**src/rtl/calculate_new_capacity_block.sv**
```systemverilog
// Parking slot map updater: toggles the one-hot selected slot of the supplied map and reports occupancy.
// Latency: one clk edge from a sampled in_valid to registered outputs; out_valid pulses for that cycle.
// Backpressure: none; every in_valid request is accepted, and malformed selects pass the map unchanged with an error flag.
module calculate_new_capacity_block #(
  parameter int WIDTH = 8
) (
  input  logic                       clk,
  input  logic                       rst_n,
  input  logic                       in_valid,
  input  logic [WIDTH-1:0]           park_location,
  input  logic [WIDTH-1:0]           parking_capacity,
  output logic [WIDTH-1:0]           new_capacity,
  output logic                       out_valid,
  output logic                       err_not_onehot,
  output logic [$clog2(WIDTH+1)-1:0] occupied_count,
  output logic                       full,
  output logic                       empty
);

  localparam int CW = $clog2(WIDTH + 1);
  localparam logic [WIDTH-1:0] ONE = WIDTH'(1);

  logic             onehot;
  logic [WIDTH-1:0] new_capacity_d, new_capacity_q;
  logic             err_d, err_q;
  logic [CW-1:0]    count_d, count_q;
  logic             full_d, full_q;
  logic             empty_d, empty_q;
  logic             out_valid_q;

  // Exactly one bit set: nonzero, and clearing the lowest set bit leaves nothing.
  always_comb begin
    onehot = (park_location != '0) &&
             ((park_location & (park_location - ONE)) == '0);
  end

  // Next map: toggle the selected slot, or pass the map through when the select is malformed.
  always_comb begin
    new_capacity_d = parking_capacity;
    err_d          = 1'b1;
    if (onehot) begin
      new_capacity_d = parking_capacity ^ park_location;
      err_d          = 1'b0;
    end
  end

  // Occupancy figures derived from the value being loaded so they always match the map.
  always_comb begin
    count_d = '0;
    for (int i = 0; i < WIDTH; i++) begin
      count_d = count_d + CW'(new_capacity_d[i]);
    end
    full_d  = (count_d == CW'(WIDTH));
    empty_d = (count_d == '0);
  end

  // Output registers: load on an accepted request, hold otherwise; async reset clears to the empty map.
  always_ff @(posedge clk or negedge rst_n) begin
    if (!rst_n) begin
      new_capacity_q <= '0;
      err_q          <= 1'b0;
      count_q        <= '0;
      full_q         <= 1'b0;
      empty_q        <= 1'b1;
      out_valid_q    <= 1'b0;
    end else begin
      out_valid_q <= in_valid;
      if (in_valid) begin
        new_capacity_q <= new_capacity_d;
        err_q          <= err_d;
        count_q        <= count_d;
        full_q         <= full_d;
        empty_q        <= empty_d;
      end
    end
  end

  assign new_capacity   = new_capacity_q;
  assign out_valid      = out_valid_q;
  assign err_not_onehot = err_q;
  assign occupied_count = count_q;
  assign full           = full_q;
  assign empty          = empty_q;

endmodule

```
**config.mk**
```make
export PLATFORM = sky130hd
export DESIGN_NAME = calculate_new_capacity_block
export DESIGN_NICKNAME = d
export VERILOG_FILES = /design/src/rtl/calculate_new_capacity_block.sv
export SDC_FILE = /design/constraint.sdc
export NUM_CORES = 1
export LEC_CHECK = 0
export CORE_MARGIN = 2
export CORE_UTILIZATION = 44
export CTS_CLUSTER_DIAMETER = 30
export DETAILED_ROUTE_END_ITERATION = 12
export GPL_ROUTABILITY_DRIVEN = 0
export PLACE_DENSITY = 0.86
export SLEW_MARGIN = 15
export SYNTH_ARGS = -nofsm -noshare
export SYNTH_HDL_FRONTEND = slang
export SYNTH_SLANG_ARGS = --single-unit
```
**constraint.sdc**
```tcl
create_clock -name clk -period 1.32 [get_ports clk]
set_clock_uncertainty 0.2 [all_clocks]
set_input_delay 0.198 -clock clk [delete_from_list [all_inputs] [get_ports clk]]
set_output_delay 0.198 -clock clk [all_outputs]
set_load 0.01 [all_outputs]
```
==> metrics.txt, run 1 <==
Die Width=51.7 um; final worst setup slack=-2.92 ns; most common cell after layout, fill and taps aside=buf_4; YS warnings=0; first-pass GRT wire length=5620 um; First-pass DRT Iterations=4; initial core utilization=45.7%; Nets=194; Reg2Reg Setup Slack=0.21 ns; register area share after synthesis=40.1%; global route overflow=0; Hold Path Class=in -> async; largest net degree at the start of global routing=17; final setup TNS=-18.93 ns; Mapped Area=1000 um^2; CTS Root Cell=clkbuf_4; max-slew violation count=0; Worst EP required=1.35 ns; HPWL after DPL=2070 um; met2 routed WL=2130 um; leakage=0.903 nW; Post-CTS Hold Buffers=0; Clock Path Buffers=2; H-tree depth=1; Reg2Reg Depth=2; Hold Fails Final Rpt=0; post-place setup slack=-3.51 ns; maximum vdd drop=1090 uV; Reg2Reg Launch Point=occupied_count[3]; Die ar.=2670 um^2; sequential cell area=402 um^2; Worst EP arrival=4.27 ns; Starting DRT DRC Count=33; CORE AREA=2190 um^2; Final period util=321%; Synth Register Bits=16; worst r2r dst=occupied_count[3]; post-route insts no fill=195; Syn Nets=117; port bufs=34; Cells after Synth=91; routed length per instance=21.2 um; Power Density=1030 nW/um^2; Vias/cell=5.71; number of global-route vias before repair=1,080; met3 wire length=238 um; Slew HR=80.6%; crit path capture type=register; Inst Count DP=171; Multi-input gate area=791 um^2; Critical Path Fanout Max=3; initial antenna violation count=0; CTS tree=done; Critical Path Source=park_location[2]; measured slew at the worst slew-check pin=0.289 ns; post-route ant nets=0; CTS sink count=16; failing checks=setup timing; Top Layer Used=met4; fmax=236 MHz; later-pin clock latency in the skew report=0.30 ns; Area Overhead vs Synth=92.9%; routed vias=1,114; Clock transition at path regs=0.11 ns; Total GRT Usage=30.0%; num ports=35; worst setup path class=in -> reg; layout cells sized above 1=67.1%; RSZ-0062 raised after global routing=yes; total CTS buffers=3; post-synthesis cell type count=32; Tmin final=4.24 ns; # Max-Cap Violations=0; die height=51.7 um; outcome=complete, but fails checks; launching element type of the critical path=primary input; standard-cell rows=17; DRC viols=0; Mean Syn Cell Area=11.0 um^2; Filler Cells Inserted=89; most frequent cells in the layout=buf_4 (31), buf_6 (16), dfrtp_1 (15); Ant. Diodes=0; Final Setup Violations=15; M1 wire length=1640 um; final wirelength=4130 um
-- layer usage --
| metal | global-route usage, % | vias to the layer above |
|---|---|---|
| li1 | - | 472 |
| met4 | 14.9 | 0 |
| met2 | 49.1 | 70 |
| met3 | 4.60 | 17 |
| met1 | 38.7 | 555 |
| met5 | 0 | - |
-- worst max path at each step --
stage,to,slack (ns)
2_1_floorplan,empty,-2.82
5_1_grt,empty,-3.01
3_5_place_dp,full,-3.51
6_report,empty,-2.92
3_3_place_gp,empty,-3.36
4_1_cts,full,-2.96
-- synth_stat cells --
cell      count  area (um^2)
nor3_1        3         15.0
nand2_1       3         11.3
mux2_2        8         90.1
fa_1          4         80.1
nor2_1        5         18.8
nor4_1        1         6.26
a21o_1        1         7.51
nand3_1       1         5.00
dfstp_2       1         26.3
dfrtp_1      15          375
o211ai_1      1         7.51
o21ai_0       2         10.0
nor2b_1       1         6.26
or4b_2        1         10.0
nor4b_1       2         17.5
xnor2_2       1         16.3
a21oi_1       4         20.0
inv_1         9         33.8
mux2_1        1         11.3
xor2_1        4         35.0
o22ai_1       2         12.5
nand4b_1      2         17.5
a31oi_1       1         6.26
or4b_1        1         10.0
or3_1         1         6.26
or4b_4        1         13.8
a211o_1       2         17.5
mux2i_1       1         10.0
clkbuf_1      3         11.3
or3_4         1         11.3
xnor2_1       5         43.8
ha_1          3         37.5
-- final cells by class --
| class | count | area share, % |
|---|---|---|
| Sequential cell | 16 | 20.8 |
| Clock buffer | 4 | 1.88 |
| Multi-Input combinational cell | 63 | 41.0 |
| Timing Repair Buffer | 75 | 32.8 |
| Inverter | 9 | 1.75 |
| Tap cell | 28 | 1.81 |
-- stage by stage --
stage	util [%]	hold WS, ns	total power [mW]	instance area (um^2)
floorplan	-	-0.298	0.952	1060
global placement	72.4	0.278	1.35	1590
detailed placement	72.4	0.274	1.40	1590
CTS	83.1	0.0159	1.87	1820
global route	88.1	0.0278	2.08	1930
finish	88.1	0.0183	1.99	1930
-- where the power goes --
group / total [mW] / internal (mW) / switching, mW
clock: 0.346 / 0.168 / 0.178
sequential: 0.634 / 0.587 / 0.0469
combinational: 1.01 / 0.562 / 0.449
total: 1.99 / 1.32 / 0.674
-- what timing repair did --
| action | in CTS | in global routing |
|---|---|---|
| buffers inserted | 16 | 6 |
| setup endpoints to repair | 31 | 22 |
| pin swaps | 25 | 23 |
| resized for setup | 111 | 35 |
-- sequential cells by signal, indices dropped and copies added (netlist names) --
register	cells
empty	1
out_valid	1
err_not_onehot	1
full	1
new_capacity	8
occupied_count	4
-- worst max-delay path: stages --
cell	delay, ns
buf_6	0.09
or3_4	0.40
or4b_4	0.53
xnor2_4	0.19
fa_1	0.48
fa_1	0.59
inv_2	0.05
fa_2	0.45
inv_2	0.09
ha_4	0.14
inv_2	0.04
fa_2	0.53
nand2_1	0.06
or3_4	0.34
o22ai_2	0.09
-- logic make-up after synthesis --
logic type               after synthesis  share of synthesized area (%)
multiplexers                          10                           11.1
adder cells (fa/ha/maj)                7                           11.8
AND/OR/NAND/NOR                       23                           14.9
flip-flops                            16                           40.1
XOR/XNOR                              10                           9.50
buffers and inverters                 12                           4.50
AO/OA/AOI/OAI                         13                           8.13
No activity file was read; power rests on OpenSTA's default activity.
==> inputs of run 2 (changes only) <==
--- a/config.mk
+++ b/config.mk
@@ -10,6 +10,7 @@
 export CTS_CLUSTER_DIAMETER = 30
 export DETAILED_ROUTE_END_ITERATION = 12
 export GPL_ROUTABILITY_DRIVEN = 0
+export HOLD_SLACK_MARGIN = 0.05
 export PLACE_DENSITY = 0.86
 export SLEW_MARGIN = 15
 export SYNTH_ARGS = -nofsm -noshare
==> run 2 against run 1 <==
Effect of this change:
- the flow still finishes with violations (setup timing)
- total power rose by 2.7%
- cell count rose by 2.6%
- first-iteration DRC count rose by 42%
- final area rose by 3.2%
- worst setup slack got worse by 0.0038 ns
- critical path depth did not move
- clock-buffer cell count did not move
- sequential cell count did not move
- global-route usage rose by 0.41 points
- critical path type unchanged
- largest cell class unchanged
==> metrics.txt, run 2 (same netlist as run 1, synthesis figures left out) <==
outcome=complete, but fails checks; failing checks=setup timing; num ports=35 (unchanged); crit path capture type=register; Filler Cells Inserted=85 (-4.5%); Vias/cell=5.85 (+2.4%); Clock transition at path regs=0.10 ns (about the same); critical path's slowest cell=fa_1; CTS Root Cell=clkbuf_4; Slew HR=78.3% (-2.3 points); most common cell after layout, fill and taps aside=buf_4; launching element type of the critical path=primary input; Die ar.=2670 um^2 (unchanged); Critical Path Fanout Max=3 (unchanged); fmax=236 MHz (about the same); maximum vdd drop=1140 uV (+4.5%); HPWL after DPL=2070 um (unchanged); number of global-route vias before repair=1,120 (+3.7%); initial core utilization=45.7% (unchanged); initial antenna violation count=0 (unchanged); most frequent cells in the layout=buf_4 (33), buf_6 (19), dfrtp_1 (15); Final period util=321% (about the same); Sw Share=34.9% (+1.1 points); Area Overhead vs Synth=99.0%; Total GRT Usage=30.5% (+0.41 points); Nets=199 (+2.6%); layout cells sized above 1=67.4% (+0.38 points); final wirelength=4670 um (+13%); leakage=0.930 nW (+3.1%); Most common cell on crit path=inv_2; worst path cell trace=buf_6 -> or3_4 -> or4b_4 -> xnor2_4 -> fa_1 -> fa_1 -> inv_2 -> fa_2 -> inv_2 -> ha_4 -> inv_2 -> fa_2 -> nand2_1 -> or3_4 -> o22ai_2; Comb power frac=50.9% (about the same); Die Width=51.7 um (unchanged); internal power=1.33 mW (+1.0%); First-pass DRT Iterations=4 (unchanged); Worst EP arrival=4.27 ns (about the same); final worst setup slack=-2.92 ns (-0.00380 ns); worst setup path class=in -> reg; DRC viols=0 (unchanged); Flop pwr share=31.5% (-0.3 points); Worst EP required=1.35 ns (about the same); RSZ-0062 raised after global routing=yes; clock network power share=17.6% (+0.2 points); max-slew violation count=0 (unchanged); Starting DRT DRC Count=47 (+42%); die height=51.7 um (unchanged); total CTS buffers=3 (unchanged); largest net degree at the start of global routing=17 (unchanged); Tmin final=4.24 ns (+0.00380 ns); # Max-Cap Violations=0 (unchanged); post-place setup slack=-3.51 ns (unchanged); later-pin clock latency in the skew report=0.31 ns (about the same); max reg flops=8 (unchanged); Power Density=1030 nW/um^2 (-0.45%); global route overflow=0 (unchanged); port bufs=34 (unchanged); Hold Fails Final Rpt=0 (unchanged); Clock Path Buffers=2 (unchanged); routed length per instance=23.3 um (+10%); routed vias=1,170 (+5.0%); CTS sink count=16 (unchanged); minimum hold slack=0.321 ns (+0.303 ns); Critical Path Max Stage Delay=0.60 ns (about the same); measured slew at the worst slew-check pin=0.323 ns (+0.0334 ns); sw power=715 uW (+6.0%); standard-cell rows=17 (unchanged); CTS tree=done; Final Util=90.9% (+2.8 points); Ant. Diodes=0 (unchanged); CORE AREA=2190 um^2 (unchanged); first-pass GRT wire length=5730 um (+1.8%); Final Setup Violations=16 (+1); post-route ant nets=0 (unchanged); H-tree depth=1 (unchanged); Hold Path Class=reg -> reg
==> run 2: worst paths after layout <==
path / from / endpoint / slack, ns / depth (start not counted)
max in group asynchronous: rst_n / empty / 0.10 / 3
worst max-delay path: park_location[2] / empty / -2.92 / 15
worst min register to register: new_capacity[2] / new_capacity[2] / 0.32 / 1
min in group asynchronous: rst_n / err_not_onehot / 0.59 / 3
worst min-delay path: new_capacity[2] / new_capacity[2] / 0.32 / 1
worst max register to register: occupied_count[0] / occupied_count[0] / 0.22 / 2
==> run 2: what timing repair did <==
item | 4_1_cts | 5_1_grt
resized for setup | 111 | 37
hold buffers | 1 | 0
setup buffers | 16 | 11
hold endpoints to repair | 15 | 0
pin swaps | 25 | 28
endpoints found under the setup margin | 31 | 22
==> run 2: metrics by stage <==
stage	setup TNS [ns]	instances	area [um^2]	total power, mW
after floorplan	-17.29	91	1060	0.952
after global placement	-26.48	171	1590	1.35
after detailed placement	-27.74	171	1590	1.40
after CTS	-18.87	191	1830	1.88
after global routing	-20.06	200	1990	2.12
final	-19.47	200	1990	2.05
==> run 2: power by group through the flow <==
stage / logic [mW] / registers [mW] / clock network (mW)
6_report: 1.04 / 0.645 / 0.359
5_1_grt: 1.09 / 0.652 / 0.380
4_1_cts: 0.890 / 0.631 / 0.356
3_5_place_dp: 0.752 / 0.645 / 0
3_3_place_gp: 0.711 / 0.638 / 0
2_1_floorplan: 0.268 / 0.684 / 0
==> run 2: final cells by class <==
cell class / count / area (um^2) / area share [%]
sequential: 16 / 402 / 20.2
clock buffer: 4 / 36.3 / 1.82
multi-input combinational: 63 / 808 / 40.6
inverter: 9 / 33.8 / 1.70
timing repair buffer: 80 / 677 / 34.0
tap: 28 / 35.0 / 1.76
==> run 2: layer usage <==
layer	vias up	routed length [um]	GRT usage, %
met3	26	287	4.89
met1	584	1780	37.7
met5	-	0	0
li1	480	-	-
met4	0	248	15.4
met2	80	2350	51.3
==> run 2: critical path: cells and delay by family <==
family	cells	cell delay, ns
xor+xnor	1	0.18
compound gates	1	0.10
simple gates	4	1.33
buf+inv	4	0.27
fa+ha+maj	5	2.18
